==> src/rtl/addsub_pipe.sv <==
// Pipelined add/subtract: stage k resolves result slice k from the carry registered by stage k-1.
// Operands ride forward with the carry; sign bits and mode travel along to form the flags at the last stage.
module addsub_pipe #(
  parameter int WIDTH  = 32,
  parameter int STAGES = 4
) (
  input  logic             clk,
  input  logic             rst_n,
  input  logic             in_valid,
  output logic             in_ready,
  input  logic [WIDTH-1:0] a,
  input  logic [WIDTH-1:0] b,
  input  logic             c_in,
  input  logic             mode,
  output logic             out_valid,
  input  logic             out_ready,
  output logic [WIDTH-1:0] sum_diff,
  output logic             carry_borrow,
  output logic             overflow,
  output logic             zero
);

  localparam int SLICE = WIDTH / STAGES;
  localparam int LAST  = STAGES - 1;

  logic                          advance;
  logic [WIDTH-1:0]              b_eff;

  logic [STAGES-1:0][WIDTH-1:0]  a_q, a_d;
  logic [STAGES-1:0][WIDTH-1:0]  b_q, b_d;
  logic [STAGES-1:0][WIDTH-1:0]  r_q, r_d;
  logic [STAGES-1:0]             c_q, c_d;
  logic [STAGES-1:0]             m_q, m_d;
  logic [STAGES-1:0]             v_q, v_d;
  logic                          cb_q, cb_d;
  logic                          ovf_q, ovf_d;
  logic                          zero_q, zero_d;

  // Index 0 is the accepted input; index k+1 is the register after stage k.
  logic [STAGES:0][WIDTH-1:0]    a_p, b_p, r_p;
  logic [STAGES:0]               c_p, m_p, v_p;
  logic [SLICE:0]                slice_sum;
  logic                          unused_tail;

  assign advance  = ~v_q[LAST] | out_ready;
  assign in_ready = advance;

  assign b_eff = mode ? ~b : b;
  assign a_p   = {a_q, a};
  assign b_p   = {b_q, b_eff};
  assign r_p   = {r_q, {WIDTH{1'b0}}};
  assign c_p   = {c_q, c_in ^ mode};
  assign m_p   = {m_q, mode};
  assign v_p   = {v_q, in_valid};

  assign unused_tail = ^{a_p[STAGES], b_p[STAGES], c_p[STAGES], m_p[STAGES]};

  always_comb begin
    a_d       = a_p[STAGES-1:0];
    b_d       = b_p[STAGES-1:0];
    r_d       = r_p[STAGES-1:0];
    m_d       = m_p[STAGES-1:0];
    v_d       = v_p[STAGES-1:0];
    c_d       = '0;
    slice_sum = '0;
    for (int k = 0; k < STAGES; k++) begin
      slice_sum = {1'b0, a_p[k][k*SLICE +: SLICE]}
                + {1'b0, b_p[k][k*SLICE +: SLICE]}
                + (SLICE+1)'(c_p[k]);
      r_d[k][k*SLICE +: SLICE] = slice_sum[SLICE-1:0];
      c_d[k] = slice_sum[SLICE];
    end
    // Subtract runs as a + ~b + ~c_in, so its borrow is the inverted carry.
    cb_d   = c_d[LAST] ^ m_d[LAST];
    ovf_d  = (a_d[LAST][WIDTH-1] == b_d[LAST][WIDTH-1]) &&
             (r_d[LAST][WIDTH-1] != a_d[LAST][WIDTH-1]);
    zero_d = (r_d[LAST] == '0);
  end

  always_ff @(posedge clk or negedge rst_n) begin
    if (!rst_n) begin
      a_q    <= '0;
      b_q    <= '0;
      r_q    <= '0;
      c_q    <= '0;
      m_q    <= '0;
      v_q    <= '0;
      cb_q   <= 1'b0;
      ovf_q  <= 1'b0;
      zero_q <= 1'b0;
    end else if (advance) begin
      a_q    <= a_d;
      b_q    <= b_d;
      r_q    <= r_d;
      c_q    <= c_d;
      m_q    <= m_d;
      v_q    <= v_d;
      cb_q   <= cb_d;
      ovf_q  <= ovf_d;
      zero_q <= zero_d;
    end
  end

  assign out_valid    = v_q[LAST];
  assign sum_diff     = r_q[LAST];
  assign carry_borrow = cb_q;
  assign overflow     = ovf_q;
  assign zero         = zero_q;

endmodule

==> config.mk <==
export PLATFORM = sky130hd
export DESIGN_NAME = addsub_pipe
export DESIGN_NICKNAME = d
export VERILOG_FILES = /design/src/rtl/addsub_pipe.sv
export SDC_FILE = /design/constraint.sdc
export NUM_CORES = 1
export LEC_CHECK = 0
export ABC_CLOCK_PERIOD_IN_PS = 4000
export CAP_MARGIN = 20
export CORE_MARGIN = 3
export CORE_UTILIZATION = 40
export DETAILED_ROUTE_END_ITERATION = 10
export GPL_TIMING_DRIVEN = 0
export PLACE_DENSITY_LB_ADDON = 0.08
export SLEW_MARGIN = 30
export SYNTH_ARGS = -nofsm -noshare
export SYNTH_HDL_FRONTEND = slang
export SYNTH_SLANG_ARGS = --single-unit
==> constraint.sdc <==
create_clock -name clk -period 4 [get_ports clk]
set_clock_uncertainty 0.05 [all_clocks]
set_input_delay 0.6 -clock clk [delete_from_list [all_inputs] [get_ports clk]]
set_output_delay 0.6 -clock clk [all_outputs]
set_load 0.02 [all_outputs]
==> results.txt <==
Critical Path Start Type: primary input
Most used flip-flop cell after synthesis: dfrtp_1
Fin area: 10600 µm²
Status: complete, no violations
Fin cells: 1351
Die W: 152 µm
FMAX: 261 MHz
Worst setup path class: in2out
Finish-stage setup viols: 0
Syn_nets: 1049
Reg2Reg Depth: 9
Final Core Density: 51.2%
Drt drc: 0
Flops & latches, synth: 189
Slew @ Worst Pin: 732 ps
Port buffer count: 105
GRT overflow: 0
DRT antenna net count: 0
Routed WL per cell: 15.2 µm
Global-route wire length before repair: 33300 µm
Leakage: 5.08 nW
Period utilization: 95.8%
Top-Level Pins: 107
Area after DPL: 9990 µm²
Total Routing Usage GR: 18.0%
Syn_area_per_cell: 9.06 µm²
WL final: 20500 µm
GPL Wtd Cong: 0.879
Netlist Area Pre-Place: 8550 µm²
Max-cap violations: 0
Longest Clk Path Bufs: 2
Initial core utilization: 41.4%
Gate Count Post-Synth: 943
Syn. warnings: 0
Nets: 1175
Largest net degree at the start of global routing: 70
CP arrival: 3180 ps
Endpoints failing hold: 0
H-tree Lvls: 4
Critical-path maximum fanout: 10
Clk root buf: clkbuf_16
Max Slew Vio Count: 0
Unrepaired setup endpoints after global routing: no
Vias per std cell: 4.77
FFs w/ async S/R, synth: 100%
Antenna fix cells: 0
1st-iter DRT viols: 449
Layout cells sized above 1: 3.89%
CORE AREA: 20600 µm²
Clk_lat worst skew: 430 ps
Final Power: 0.00835 W
Post-DP HPWL: 15100 µm
DRT Pass-1 Iters: 6
Area Growth Syn to Fin: 23.6%
CTS tree: built
EDFF count, synth: 0
Fill cell count: 2010
Number of global-route vias before repair: 6213
Std cell rows: 52
# placed instances: 1320
Seq/Total Area, Yosys: 55.3%
DIE AREA: 23200 µm²
Worst Hold Class: in2async
Worst-path clk slew: 70 ps
Sink Count: 189
Vias: 6449
Rel. slew slack: 51.2%
CTS Buf Count: 17
Setup Buffers After CTS: 0
Final min period: 3830 ps
Number of library cell types mapped by synthesis: 38
CP endpoint kind: primary output
Worst endpoint required time: 3350 ps
Hold-fix buffers at CTS: 0
Initial antenna violation count: 0
Pwr dens: 791 nW/µm²
VDD IR max: 0.260 mV
Die Ht: 152 µm
final timing paths:
kind	startpoint	end	slack [ps]
max in group asynchronous	rst_n	b_d[126]	3130
min in group clk	v_q[2]	v_q[2]	410
setup reg to reg	a_d[120]	carry_borrow	1490
hold / removal	rst_n	sum_diff[5]	40
setup / recovery	out_ready	in_ready	170
hold reg to reg	v_q[2]	v_q[2]	410
power breakdown:
| part | switching (W) | leakage [nW] | internal (W) |
|---|---|---|---|
| clock | 0.000744 | 0.276 | 0.000893 |
| combinational | 0.00192 | 2.53 | 0.00144 |
| sequential | 0.000590 | 2.28 | 0.00276 |
placed cells by master, fill, tap and decap left out, drive strengths merged, types with 8 or more instances in the layout:
master,Yosys,layout
nand2,432,432
dfrtp,189,189
clkdlybuf4s50,0,104
clkbuf,38,57
o21ai,49,49
xnor2,33,33
ha,28,28
nor2,26,26
inv,22,25
a21oi,17,17
xor2,15,15
nor3,11,11
buf,8,11
o31ai,10,10
o21a,8,8
fa,8,8
state kept, by name (all words and copies together) (netlist names):
name / cells
m_q: 3
carry_borrow: 1
v_q: 4
overflow: 1
zero: 1
sum_diff: 32
c_q: 3
r_d: 48
a_d: 48
b_d: 48
Yosys cell counts (4+ instances only):
library cell | count | area (µm²)
a21o_1 | 4 | 30.0
a21oi_1 | 17 | 85.1
a31oi_1 | 4 | 25.0
buf_1 | 5 | 18.8
clkbuf_1 | 38 | 143
dfrtp_1 | 189 | 4730
fa_1 | 8 | 160
ha_1 | 28 | 350
inv_1 | 22 | 82.6
nand2_1 | 432 | 1620
nor2_1 | 26 | 97.6
nor3_1 | 11 | 55.1
nor4_1 | 6 | 37.5
o21a_1 | 8 | 60.1
o21ai_0 | 49 | 245
o21bai_1 | 5 | 37.5
o31ai_1 | 10 | 75.1
xnor2_1 | 33 | 289
xor2_1 | 14 | 123
critical path: stages:
cell and delay [ps]:
clkdlybuf4s50_1 450, nor2b_1 40, clkbuf_1 260, inv_1 160
clkbuf_1 570, clkbuf_2 420, clkdlybuf4s50_1 670
cell type report:
class / count / area, µm² / share of cell area [%]
plain buffers: 46 / 178 / 1.68
inverters: 22 / 82.6 / 0.782
well taps: 270 / 338 / 3.20
clock inverters: 12 / 113 / 1.07
multi-input cells: 686 / 3560 / 33.7
repair buffers: 107 / 1110 / 10.5
clock buffers: 19 / 453 / 4.29
flip-flops and latches: 189 / 4730 / 44.8
repair_timing:
action | in CTS | in global routing
resized for setup | 1 | 0
endpoints found under the setup margin | 1 | 0
hold endpoints to repair | 0 | 0
layer usage:
| metal | vias to the layer above | routed length, µm | track usage [%] | part of all wire (%) |
|---|---|---|---|---|
| met3 | 20 | 753 | 3.41 | 3.7 |
| met5 | - | 0 | 0 | 0 |
| li1 | 3268 | - | - | - |
| met4 | 0 | 302 | 5.05 | 1.5 |
| met2 | 135 | 8890 | 26.4 | 43 |
| met1 | 3026 | 10600 | 27.3 | 52 |
kinds of logic after synthesis:
logic type / count (synthesis) / share of synthesized area, %
buffers and inverters: 68 / 3.03
AND/OR/NAND/NOR: 493 / 22.7
flip-flops: 189 / 55.3
XOR/XNOR: 48 / 5.01
adder cells (fa/ha/maj): 36 / 5.97
AO/OA/AOI/OAI: 109 / 7.96
metrics by stage:
step | hold WS (ps) | TNS (ps) | setup slack [ps]
finish | 40.6 | 0 | 168
global route | 60.0 | 0 | 44.3
CTS | 53.8 | 0 | 128
detailed placement | 397 | -99.0 | -99.0
global placement | 391 | -1094720 | -5820
floorplan | 254 | 0 | 861
(Power assumes the default switching activity.)
